--- src/rtl/cpu_pkg.sv ---
// Shared definitions for the multi-cycle CPU control path.
//   - RV32 opcode / funct3 constants for the supported subset (ADDI, LW, SW, BEQ)
//   - state_t   : control sequencer states
//   - imm_sel_t : immediate-format select, encoded to match the immediate generator
//   - fault_t   : halt cause reported on the fault output
package cpu_pkg;

    localparam logic [6:0] OpcOpImm  = 7'b0010011;
    localparam logic [6:0] OpcLoad   = 7'b0000011;
    localparam logic [6:0] OpcStore  = 7'b0100011;
    localparam logic [6:0] OpcBranch = 7'b1100011;

    localparam logic [2:0] F3Addi = 3'b000;
    localparam logic [2:0] F3Lw   = 3'b010;
    localparam logic [2:0] F3Sw   = 3'b010;
    localparam logic [2:0] F3Beq  = 3'b000;

    typedef enum logic [2:0] {
        StFetch,
        StDecode,
        StExec,
        StMem,
        StWb,
        StBranch,
        StHalt
    } state_t;

    typedef enum logic [1:0] {
        ImmI = 2'd0,
        ImmS = 2'd1,
        ImmB = 2'd2
    } imm_sel_t;

    typedef enum logic [1:0] {
        FaultNone    = 2'd0,
        FaultIllegal = 2'd1,
        FaultTimeout = 2'd2
    } fault_t;

endpackage

--- src/rtl/cpu_op_decode.sv ---
// Combinational opcode decoder for the supported instruction subset.
// Ports:
//   instr    in  32 : instruction register contents
//   is_addi  out 1  : ADDI
//   is_lw    out 1  : LW
//   is_sw    out 1  : SW
//   is_beq   out 1  : BEQ
//   illegal  out 1  : none of the above
// At most one of is_addi/is_lw/is_sw/is_beq is set; illegal is set when none is.
module cpu_op_decode
    import cpu_pkg::*;
(
    input  logic [31:0] instr,
    output logic        is_addi,
    output logic        is_lw,
    output logic        is_sw,
    output logic        is_beq,
    output logic        illegal
);

    logic [6:0] opcode;
    logic [2:0] funct3;
    logic       unused_instr;

    assign opcode = instr[6:0];
    assign funct3 = instr[14:12];

    // Operand and immediate fields are consumed by the datapath, not here.
    assign unused_instr = ^{instr[31:15], instr[11:7]};

    assign is_addi = (opcode == OpcOpImm)  && (funct3 == F3Addi);
    assign is_lw   = (opcode == OpcLoad)   && (funct3 == F3Lw);
    assign is_sw   = (opcode == OpcStore)  && (funct3 == F3Sw);
    assign is_beq  = (opcode == OpcBranch) && (funct3 == F3Beq);
    assign illegal = !(is_addi || is_lw || is_sw || is_beq);

endmodule

--- src/rtl/cpu_ctrl_fsm.sv ---
// Multi-cycle control sequencer: FETCH -> DECODE -> EXEC -> MEM -> WB (or BRANCH),
// driving datapath selects and write enables, with a req/ready shared memory port.
// Ports:
//   clk, rst_n     : core clock (rising edge), async active-low reset
//   instr          : IR contents, valid from DECODE onward
//   alu_zero       : ALU result is zero (used in BRANCH)
//   mem_ready      : memory completes the current request this cycle
//   mem_req/mem_we/addr_sel       : memory request, store, address select (0 PC, 1 ALU-out)
//   ir_we/mdr_we/aluout_we/reg_we : register write strobes
//   alu_src_b/alu_sub/imm_sel     : ALU operand B select, subtract, immediate format
//   wb_sel                        : write-back source (0 ALU-out, 1 MDR)
//   pc_we/pc_sel                  : PC update, PC source (0 PC+4, 1 PC+imm_b)
//   retire         : one-cycle pulse when an instruction completes
//   halted/fault   : core stopped, sticky fault cause (1 illegal, 2 memory timeout)
module cpu_ctrl_fsm
    import cpu_pkg::*;
#(
    parameter int unsigned MEM_TIMEOUT = 16
) (
    input  logic        clk,
    input  logic        rst_n,
    input  logic [31:0] instr,
    input  logic        alu_zero,
    input  logic        mem_ready,
    output logic        mem_req,
    output logic        mem_we,
    output logic        addr_sel,
    output logic        ir_we,
    output logic        mdr_we,
    output logic        alu_src_b,
    output logic        alu_sub,
    output logic        aluout_we,
    output logic [1:0]  imm_sel,
    output logic        reg_we,
    output logic        wb_sel,
    output logic        pc_we,
    output logic        pc_sel,
    output logic        retire,
    output logic        halted,
    output logic [1:0]  fault
);

    localparam logic [7:0] TermCnt = 8'(MEM_TIMEOUT - 1);

    state_t     state_q, state_d;
    fault_t     fault_q, fault_d;
    logic [7:0] cnt_q, cnt_d;

    logic is_addi, is_lw, is_sw, is_beq, illegal;
    logic in_access;
    logic timeout;

    cpu_op_decode u_decode (
        .instr   (instr),
        .is_addi (is_addi),
        .is_lw   (is_lw),
        .is_sw   (is_sw),
        .is_beq  (is_beq),
        .illegal (illegal)
    );

    assign in_access = (state_q == StFetch) || (state_q == StMem);
    // A ready on the terminal-count cycle takes priority over the timeout.
    assign timeout   = (cnt_q == TermCnt) && !mem_ready;

    always_ff @(posedge clk or negedge rst_n) begin
        if (!rst_n) begin
            state_q <= StFetch;
            fault_q <= FaultNone;
            cnt_q   <= '0;
        end else begin
            state_q <= state_d;
            fault_q <= fault_d;
            cnt_q   <= cnt_d;
        end
    end

    always_comb begin
        state_d   = state_q;
        fault_d   = fault_q;
        mem_req   = 1'b0;
        mem_we    = 1'b0;
        addr_sel  = 1'b0;
        ir_we     = 1'b0;
        mdr_we    = 1'b0;
        alu_src_b = 1'b0;
        alu_sub   = 1'b0;
        aluout_we = 1'b0;
        imm_sel   = ImmI;
        reg_we    = 1'b0;
        wb_sel    = 1'b0;
        pc_we     = 1'b0;
        pc_sel    = 1'b0;
        retire    = 1'b0;
        halted    = 1'b0;
        fault     = fault_q;

        unique case (state_q)
            StFetch: begin
                mem_req = 1'b1;
                if (mem_ready) begin
                    ir_we   = 1'b1;
                    state_d = StDecode;
                end else if (timeout) begin
                    state_d = StHalt;
                    fault_d = FaultTimeout;
                end
            end
            StDecode: begin
                if (is_addi || is_lw || is_sw) begin
                    state_d = StExec;
                end else if (is_beq) begin
                    state_d = StBranch;
                end else begin
                    state_d = StHalt;
                    fault_d = FaultIllegal;
                end
            end
            StExec: begin
                alu_src_b = 1'b1;
                aluout_we = 1'b1;
                imm_sel   = is_sw ? ImmS : ImmI;
                state_d   = is_addi ? StWb : StMem;
            end
            StMem: begin
                mem_req  = 1'b1;
                addr_sel = 1'b1;
                mem_we   = is_sw;
                if (mem_ready) begin
                    if (is_sw) begin
                        pc_we   = 1'b1;
                        retire  = 1'b1;
                        state_d = StFetch;
                    end else begin
                        mdr_we  = 1'b1;
                        state_d = StWb;
                    end
                end else if (timeout) begin
                    state_d = StHalt;
                    fault_d = FaultTimeout;
                end
            end
            StWb: begin
                reg_we  = (instr[11:7] != 5'd0);
                wb_sel  = is_lw;
                pc_we   = 1'b1;
                retire  = 1'b1;
                state_d = StFetch;
            end
            StBranch: begin
                alu_sub = 1'b1;
                imm_sel = ImmB;
                pc_we   = 1'b1;
                pc_sel  = alu_zero;
                retire  = 1'b1;
                state_d = StFetch;
            end
            StHalt: begin
                halted = 1'b1;
            end
            default: begin
                state_d = StFetch;
            end
        endcase

        // Counter restarts on every state change (entry to FETCH/MEM) and on any ready.
        if ((state_d != state_q) || mem_ready) begin
            cnt_d = '0;
        end else if (in_access) begin
            cnt_d = cnt_q + 8'd1;
        end else begin
            cnt_d = cnt_q;
        end

        // The state register sits in FETCH during reset; keep the port quiet until release.
        if (!rst_n) begin
            mem_req   = 1'b0;
            mem_we    = 1'b0;
            addr_sel  = 1'b0;
            ir_we     = 1'b0;
            mdr_we    = 1'b0;
            alu_src_b = 1'b0;
            alu_sub   = 1'b0;
            aluout_we = 1'b0;
            imm_sel   = 2'd0;
            reg_we    = 1'b0;
            wb_sel    = 1'b0;
            pc_we     = 1'b0;
            pc_sel    = 1'b0;
            retire    = 1'b0;
            halted    = 1'b0;
            fault     = 2'd0;
        end
    end

endmodule

--- config.mk ---
export PLATFORM = sky130hd
export DESIGN_NAME = cpu_ctrl_fsm
export DESIGN_NICKNAME = d
export VERILOG_FILES = /design/src/rtl/cpu_pkg.sv /design/src/rtl/cpu_op_decode.sv /design/src/rtl/cpu_ctrl_fsm.sv
export SDC_FILE = /design/constraint.sdc
export NUM_CORES = 1
export LEC_CHECK = 0
export CORE_ASPECT_RATIO = 0.5
export CORE_MARGIN = 1
export CORE_UTILIZATION = 37
export DETAILED_ROUTE_END_ITERATION = 10
export PLACE_DENSITY = 0.77
export REMOVE_ABC_BUFFERS = 1
export SKIP_LAST_GASP = 1
export SLEW_MARGIN = 20
export SYNTH_ARGS = -nofsm -noshare
export SYNTH_HDL_FRONTEND = slang
export SYNTH_SLANG_ARGS = --single-unit
--- constraint.sdc ---
create_clock -name clk -period 1.7 [get_ports clk]
set_input_delay 0.255 -clock clk [delete_from_list [all_inputs] [get_ports clk]]
set_output_delay 0.255 -clock clk [all_outputs]
set_load 0.01 [all_outputs]
# Yosys cells after proc, flatten, opt, wreduce, memory -nomap -nowiden
# Index checks and enable logic that the tools add are counted.
# W data, S select, Z words.
# totals
out_inout_bits	18
elab_cells	87
ff_bits	13
# op_classes
addsub	1
eq_ne	17
reduce_logical	18
muxes	48
# op_table
operator	count
$mux W1	29
$mux W3	6
$mux W8	2
$pmux W3 S5	1
$mux W2	7
$eq A3 B2 Y1 const B	3
$eq A3 B3 Y1 const B	3
$add A8 B1 Y8 const B	1
$eq A8 B4 Y1 const B	1
$pmux W2 S2	2
$eq A7 B2 Y1 const B	1
$eq A7 B5 Y1 const B	1
$eq A7 B6 Y1 const B	1
$eq A7 B7 Y1 const B	1
$logic_not A3 Y1	2
$ne A2 B2 Y1 const B	3
$logic_and A1 B1 Y1	5
$reduce_and A5 Y1	1
$reduce_bool A5 Y1	1
$logic_or A1 B1 Y1	4
$reduce_bool A2 Y1	2
$reduce_or A2 Y1	2
$eq A3 B1 Y1 const B	1
$ne A3 B3 Y1	1
other kinds (3)	3

# Depth between registers and ports, before layout
# Gate-level depths: netlist of the first run.
# depth
word_depth	9
depth_mapped	6
ltp_nobuf	6

# Modules after synthesis
# Synthesis of the first run repeated with hierarchy kept, for this count alone.
# hier_totals
hier_cells	121
area_unflattened_um2	1008.5
# by_module_without_submodules
mod	seq_area_each_um2	n_inst	area_each_um2	cells_per_inst
cpu_ctrl_fsm	325.3	1	920.9	109
cpu_op_decode	0.0	1	87.6	12

# Worst setup path after synthesis of the first run
# OpenSTA, ideal clock, no wires.
# synth_timing
path_type	input to output
startpoint	in instr[3]
endpoint	out retire
path_slack_ns	-0.426
path_buffers	1
t_arrival_ns	1.871
path_stages	6
required_time_ns	1.445
path_cell_list	nor4_4 > nand4b_4 > or2_1 > or3_1 > a21boi_0 > buf_4
# synth_between
elab_chain_cells	6
# synth_lines
item	line_no	source
from (decl)	cpu_ctrl_fsm.sv:22	input logic [31:0] instr,
$eq A7 B6 Y1	cpu_op_decode.sv:33	assign is_sw = (opcode == OpcStore) && (funct3 == F3Sw);
$logic_and A1 B1 Y1	cpu_op_decode.sv:33	
$mux W1 (2 in a row)	-	
$pmux W1 S2	-	
$mux W1	-	
to (decl)	cpu_ctrl_fsm.sv:38	output logic retire,
# Every way passes these cells.

# Worst setup path after layout of the first run
# layout_timing
startpoint	in instr[2]
endpoint	out retire
# layout_between
elab_chain_cells	6
# layout_lines
item	line_no	source
$eq A7 B6 Y1	cpu_op_decode.sv:33	
$logic_and A1 B1 Y1	cpu_op_decode.sv:33	
$mux W1	cpu_ctrl_fsm.sv:130	if (is_sw) begin
$mux W1	cpu_ctrl_fsm.sv:129	if (mem_ready) begin
$pmux W1 S2	cpu_ctrl_fsm.sv:98	unique case (state_q)
$mux W1	cpu_ctrl_fsm.sv:176	if (!rst_n) begin
# Every way passes these cells.

==> results of run 1 <==
==> worst max-delay path, delay by kind of cell <==
kind            cells  cell delay (ns)
simple gates        4             1.11
buf+inv             2             0.26
compound gates      1             0.16
==> repair_timing <==
item / CTS / global route
cloned: 0 / 0
setup buffers: 6 / 6
endpoints found under the setup margin: 31 / 29
hold buffers: 0 / 0
pin swaps: 22 / 14
resized for setup: 134 / 43
==> where the power goes <==
group	total (uW)	internal (uW)	switching, uW
Clock	294	163	131
Combinational	2170	1080	1090
Sequential	439	368	71.0
Total	2910	1610	1300
==> flip-flops by register name, indices dropped and copies added, names as in the netlist <==
name and cells:
cnt_q 8, fault_q 2, state_q 3
==> cells by family after synthesis <==
| logic type | Yosys count | share of synthesized area (%) |
|---|---|---|
| AOI/OAI and AO/OA | 24 | 16.2 |
| xor gates and xnor gates | 7 | 5.41 |
| adders and majority gates | 1 | 1.10 |
| buffers and inverters | 8 | 3.54 |
| DFF | 13 | 28.7 |
| muxes | 1 | 0.884 |
| and+or+nand+nor | 84 | 44.1 |
==> final timing paths <==
path	slack (ns)	to	from
max	-0.35	retire	instr[2]
min	0.17	state_q[0]	rst_n
max reg2reg	-0.23	cnt_q[4]	cnt_q[4]
min reg2reg	0.60	fault_q[1]	fault_q[1]
max in group asynchronous	1.41	state_q[1]	rst_n
min in group clk	0.60	fault_q[1]	fault_q[1]
==> metal layers <==
metal,vias up,GRT usage (%),wire length (um)
li1,704,-,-
met1,796,32.0,2230
met2,120,54.3,2770
met3,27,7.78,526
met4,0,9.82,187
met5,-,0,0
==> layout make-up <==
type	count	area, sq um
clock buffers	3	41.3
clock inverters	1	5.00
fillers	131	418
inverters	2	7.51
multi-input cells	117	1050
flip-flops and latches	13	327
well taps	37	46.3
repair buffers	99	856
==> through the flow <==
step	TNS (ns)	cells	setup slack, ns	cell area [sq um]	total power [uW]
after floorplan	-1.42	132	-0.383	1100	1000
after global placement	-15.62	258	-1.10	1900	1750
after detailed placement	-16.66	258	-1.13	1900	1790
after CTS	-2.27	268	-0.257	2140	2380
after global routing	-4.35	272	-0.408	2330	3000
final	-3.32	272	-0.353	2330	2910
==> cells in the final DEF, fill, tap and decap left out, types with 3 or more instances in the layout <==
master and n:
buf_6 15, buf_4 47, nor2_1 11, clkdlybuf4s50_1 6, clkbuf_8 3, nor3_2 10
and3_4 3, dfrtp_1 12, buf_8 3, and2_1 4, nand2_1 7, nor2b_4 3
nand3_1 3, nand2b_4 4, xnor2_1 5, dlygate4sd2_1 9, nor3_1 3, buf_2 12
nand4_1 3
==> results.cfg, run 1 <==
[logic_synthesis]
avgSynthCellArea_sq_um = 8.21
synth_most_common_cell = nor3_1
synthFlopType = dfrtp_1
yosysTopAreaCellShare_pct = 28.7
synthDistinctLibCells = 44
synth_cells = 138
ys.warnings.count = 0
synthTopCellsByCount = 15 x nor3_1, 14 x nor2_1, 13 x dfrtp_1
async_flop_share_pct = 100
ys_ff_latch = 13
seq_area_frac_synth_pct = 28.7
synth_edf_count = 0
synth_area_leaders = dfrtp_1 29%, nor3_1 6.6%, nor2_1 4.6%
syn_area_sq_mm = 0.00113
yosysTopAreaCell = dfrtp_1

[pwr]
power_leakage_uw = 0.00105
power_per_cell_area_mw_per_mm2 = 1250
ir_drop_uv = 956

[cts]
clock-root-buffer = clkbuf_8
clk_latency_ns = 0.26
clk_path_buf_depth = 2
cts.sinks = 13
cts_tree = yes
ctsHtreeMaxLevel = 1
numCtsBuffers = 3
clkTransAtPathRegs_ns = 0.06

[timing]
hold-worst-slack_ns = 0.165
setup_viol = 23
rsz0062_at_grt = yes
maxSlewHeadroom_pct = 72.0
clock.fmax_mhz = 487
clock_skew_ns = 0.00807
drv_slew = 0
period_share_pct = 121
finalHoldViolCount = 0
period_needed_ns = 2.05
setup_ws_ns = -0.353
tightest_slew_ns = 0.416

[final_layout]
post-route-util_pct = 84.8
drive_above_1_share_pct = 60.0
area_growth_pct = 106
diodes = 0
final_nets = 273

[run_status]
violations = negative setup slack
outcome = finished, violations left

[critical_path]
cp-end-kind = primary output
critPathArrivalTime_ns = 1.80
critPathMaxFanout = 2
reg2reg_depth = 6
crit_chain = buf_8 > nor4_4 > nand4b_4 > or2_4 > or3_4 > a21boi_2 > buf_2
slowest_stage = or3_4
critPathKind = primary input to primary output
cp.required_ns = 1.44
worstSetupStartpointType = primary input
max_stage_delay_ns = 0.37

[floorplan]
fp.dieH_um = 41.1
die_x_um = 80.2
fp.coreArea_sq_mm = 0.00275
rows = 13
initial_utilization_pct = 41.2
die_area_sq_mm = 0.00330
io_pins = 54

[global_route]
antenna_found_initial = 0
gr-usage-all-layers_pct = 28.2
grt_pass1_wl_um = 6580
overflow = 0
grt_max_degree = 17
grt_pass1_vias = 1349

[flow_run]
max-cap-violations = 0

[placed_design]
dp_hpwl_um = 2840
port_buffers = 36
finalWeightedCongestion = 0.979

[min_path]
hold_path.class = primary input to asynchronous set/reset pin

[detailed_routing]
drt-initial-drc-count = 142
wl_per_cell_um = 21.0
wl_um = 5720
drt_first_pass_iters = 4
ant_nets = 0
drc = 0
via_per_inst = 6.06
num_vias = 1647
No activity file was read; power rests on OpenSTA's default activity.
==> run 2, diff against run 1 <==
- SKIP_LAST_GASP: 1 -> default
==> results.cfg, run 2 (synthesis results as in run 1) <==
[critical_path]
critPathKind = primary input to primary output
crit_chain = buf_8 > nor4_4 > nand4b_4 > or2_1 > or3_4 > a21boi_2 > buf_2
critPathMaxFanout = 2
critical_path.top_delay_family = simple AND/OR/NAND/NOR gates
cp.required_ns = 1.44
critPathArrivalTime_ns = 1.79
crit_buf_inv = 2
worstSetupStartpointType = primary input
slowest_stage = or3_4
max_stage_delay_ns = 0.38
cp-end-kind = primary output

[placed_design]
dp_hpwl_um = 2840
port_buffers = 36
finalWeightedCongestion = 0.979
placed_area_sq_mm = 0.00190
dpl_worst_slack_ns = -1.13

[pwr]
power_per_cell_area_mw_per_mm2 = 1260
p_comb_share_pct = 76.3
p_sw_uw = 1310
p_int_uw = 1670
power_leakage_uw = 0.00106
ir_drop_uv = 852
clock_power_share_pct = 9.5
seq_power_share_pct = 14.3
p_sw_share_pct = 44.0

[timing]
setup_ws_ns = -0.342
rsz0062_at_grt = yes
hold-worst-slack_ns = 0.295
period_share_pct = 120
maxSlewHeadroom_pct = 67.4
clock.fmax_mhz = 490
clock_skew_ns = 0.00817
drv_slew = 0
setup_viol = 23
period_needed_ns = 2.04
tightest_slew_ns = 0.485
finalHoldViolCount = 0

[cts]
clock-root-buffer = clkbuf_8
ctsHtreeMaxLevel = 1
clkTransAtPathRegs_ns = 0.06
clk_path_buf_depth = 2
cts.sinks = 13
clk_latency_ns = 0.25
numCtsBuffers = 3
cts_hold_buf = 0
cts_tree = yes

[run_status]
violations = negative setup slack
outcome = finished, violations left

[global_route]
antenna_found_initial = 0
grt_max_degree = 17
grt_pass1_wl_um = 6700
gr-usage-all-layers_pct = 28.9
overflow = 0
grt_pass1_vias = 1382

[detailed_routing]
wl_um = 5830
num_vias = 1663
drt-initial-drc-count = 118
wl_per_cell_um = 21.2
via_per_inst = 6.05
drt_first_pass_iters = 4
ant_nets = 0
drc = 0

[final_layout]
drive_above_1_share_pct = 60.1
final_common_cell = buf_4
stdcell_area_sq_mm = 0.00237
area_growth_pct = 109
final_nets = 276
top_regs = cnt_q x8, state_q x3, fault_q x2
largest_register_ffs = 8
largest_register = cnt_q
final_cell_mix = 47 x buf_4, 21 x buf_6, 12 x dfrtp_1
diodes = 0

[floorplan]
initial_utilization_pct = 41.2
io_pins = 54
rows = 13
die_x_um = 80.2
fp.dieH_um = 41.1
die_area_sq_mm = 0.00330
fp.coreArea_sq_mm = 0.00275

[flow_run]
max-cap-violations = 0

[min_path]
hold_path.class = primary input to asynchronous set/reset pin
[run 2: what timing repair did]
item,4_1_cts,5_1_grt
cloned,0,0
buffers inserted,6,10
setup endpoints to repair,31,27
resized for setup,140,43
pin swaps,22,16
[run 2: per-stage QoR]
stage	setup TNS (ns)	util (%)	power [uW]	std cells
2_1_floorplan	-1.42	-	1000	132
3_3_place_gp	-15.62	69.3	1750	258
3_5_place_dp	-16.66	69.3	1790	258
4_1_cts	-1.99	78.1	2400	268
5_1_grt	-4.45	86.1	3110	275
6_report	-3.45	86.1	2990	275
[run 2: final timing paths]
check	startpoint	end	slack [ns]	cells after the start
worst max-delay path	instr[2]	retire	-0.34	7
worst max register to register	state_q[0]	cnt_q[4]	-0.28	9
worst min-delay path	rst_n	state_q[2]	0.30	3
max in group asynchronous	rst_n	state_q[1]	1.27	3
min in group clk	fault_q[1]	fault_q[1]	0.58	2
worst min register to register	fault_q[1]	fault_q[1]	0.58	2
[run 2: worst reg2reg max path, delay by kind of cell, from the launching register on]
family	cells	cell delay, ns
buf+inv	4	0.54
flops	1	0.41
compound gates	2	0.49
simple gates	3	0.46
[run 2: layout make-up]
| type | instances | area, sq um |
|---|---|---|
| Clock buffer | 3 | 41.3 |
| Sequential cell | 13 | 327 |
| Clock inverter | 1 | 5.00 |
| Multi-Input combinational cell | 117 | 1040 |
| Fill cell | 117 | 383 |
| Tap cell | 37 | 46.3 |
| Inverter | 2 | 7.51 |
| Timing Repair Buffer | 102 | 897 |
[run 2: power by group through the flow]
| stage | combinational [uW] | sequential (uW) | clock, uW |
|---|---|---|---|
| floorplan | 527 | 476 | 0 |
| global placement | 1330 | 423 | 0 |
| detailed placement | 1360 | 428 | 0 |
| CTS | 1690 | 413 | 292 |
| global route | 2380 | 431 | 301 |
| finish | 2280 | 426 | 283 |
[run 2: routing by layer]
layer,track usage [%],vias to the layer above,wire length (um)
met5,0,-,0
met4,7.14,0,268
met3,4.89,34,537
met2,59.0,111,2740
met1,33.2,803,2280
li1,-,715,-
==> run 3, diff against run 2 <==
- CELL_PAD_IN_SITES_DETAIL_PLACEMENT: default -> 1
- CELL_PAD_IN_SITES_GLOBAL_PLACEMENT: default -> 2
- CORE_UTILIZATION: 37 -> 20
- PLACE_DENSITY: 0.77 -> default
- PLACE_DENSITY_LB_ADDON: default -> 0.1
==> results.cfg, run 3 (synthesis results as in run 1) <==
[timing]
maxSlewHeadroom_pct = 75.0
finalHoldViolCount = 0
setup_viol = 17
rsz0062_at_grt = yes
clock_skew_ns = 0.00112
tightest_slew_ns = 0.370
clock.fmax_mhz = 505
period_share_pct = 117
drv_slew = 0
period_needed_ns = 1.98
fin_setup_tns_ns = -3.10
setup_ws_ns = -0.282

[detailed_routing]
ant_nets = 0
wl_um = 4830
wl_per_cell_um = 15.4
drt-initial-drc-count = 35
drt_first_pass_iters = 4
drc = 0
num_vias = 1454
via_per_inst = 4.63

[pwr]
p_int_uw = 1700
power_per_cell_area_mw_per_mm2 = 1160
seq_power_share_pct = 15.6
p_sw_share_pct = 40.0
p_sw_uw = 1130
clock_power_share_pct = 15.9
p_comb_share_pct = 68.4
ir_drop_uv = 511
power_leakage_uw = 0.00109

[critical_path]
worstReg2RegStart = cnt_q[6]
critPathKind = primary input to primary output
cp.required_ns = 1.44
reg2reg_depth = 6
timing.rr.end = cnt_q[5]
worstSetupStartpointType = primary input
critPathArrivalTime_ns = 1.73
rrSetupSlack_ns = -0.24
critPathMaxFanout = 2
cp-end-kind = primary output

[final_layout]
drive_above_1_share_pct = 59.4
diodes = 0
final_nets = 282
final_cell_mix = 55 x buf_4, 22 x buf_6, 12 x dfrtp_1
final_common_cell = buf_4
area_growth_pct = 115
stdcell_area_sq_mm = 0.00244
largest_register = cnt_q
largest_register_ffs = 8
top_regs = cnt_q x8, state_q x3, fault_q x2

[min_path]
hold_path.class = primary input to asynchronous set/reset pin

[placed_design]
port_buffers = 36
finalWeightedCongestion = 0.765
placed_area_sq_mm = 0.00196
dp_hpwl_um = 3460

[cts]
cts_hold_buf = 0
numCtsBuffers = 3
cts_tree = yes
clkTransAtPathRegs_ns = 0.05
cts.sinks = 13
clock-root-buffer = clkbuf_16
clk_latency_ns = 0.24
clk_path_buf_depth = 2
ctsHtreeMaxLevel = 1

[global_route]
grt_pass1_vias = 1601
gr-usage-all-layers_pct = 17.3
antenna_found_initial = 0
grt_pass1_wl_um = 8130
grt_max_degree = 9
overflow = 0

[floorplan]
die_area_sq_mm = 0.00598
fp.coreArea_sq_mm = 0.00518
die_x_um = 108
rows = 18
initial_utilization_pct = 21.9
io_pins = 54
fp.dieH_um = 55.2

[run_status]
outcome = finished, violations left
violations = negative setup slack

[flow_run]
max-cap-violations = 0
==> run 3: through the flow <==
step | std cells | setup slack (ns) | util (%) | total power [uW] | hold WS [ns]
floorplan | 132 | -0.383 | - | 1000 | -0.0406
global placement | 293 | -1.10 | 37.9 | 1810 | 0.517
detailed placement | 293 | -1.17 | 37.9 | 1820 | 0.553
CTS | 309 | -0.287 | 43.2 | 2600 | 0.230
global route | 314 | -0.353 | 47.0 | 3020 | 0.349
finish | 314 | -0.282 | 47.0 | 2830 | 0.310
==> run 3: critical path, stage by stage <==
cell and delay (ns):
buf_8 0.10, nor4_4 0.34, nand4b_4 0.14, or2_4 0.27
or3_4 0.33, a21boi_2 0.15, buf_2 0.14
==> run 3: repair_timing <==
| item | in CTS | in global routing |
|---|---|---|
| endpoints found under the setup margin | 31 | 27 |
| pin swaps | 21 | 21 |
| resized for setup | 131 | 45 |
| setup buffers | 13 | 10 |
==> run 3: how the worst max path moves through the flow <==
stage | end | slack (ns) | cells after the start | start
3_3_place_gp | retire | -1.10 | 7 | instr[3]
3_5_place_dp | pc_we | -1.17 | 7 | instr[3]
4_1_cts | pc_we | -0.29 | 7 | instr[14]
5_1_grt | pc_we | -0.35 | 7 | instr[2]
6_report | pc_we | -0.28 | 7 | instr[2]
2_1_floorplan | pc_we | -0.38 | 5 | instr[3]
==> run 3: area by class of cell <==
type	instances	area, sq um
fillers	608	2740
multi-input cells	117	1030
repair buffers	108	905
flip-flops and latches	13	327
well taps	70	87.6
clock buffers	4	78.8
inverters	2	7.51
==> run 3: per-layer routing <==
layer / vias to the layer above / global-route usage (%) / routed length (um)
li1: 723 / - / -
met1: 707 / 23.1 / 2230
met2: 20 / 29.5 / 2430
met3: 4 / 2.72 / 131
met4: 0 / 3.47 / 32
met5: - / 0 / 0
==> run 3: power by group through the flow <==
stage | Clock, uW | Combinational [uW] | Sequential (uW)
detailed placement | 0 | 1380 | 436
global placement | 0 | 1380 | 431
floorplan | 0 | 527 | 476
finish | 451 | 1940 | 443
CTS | 464 | 1700 | 437
global route | 473 | 2090 | 453
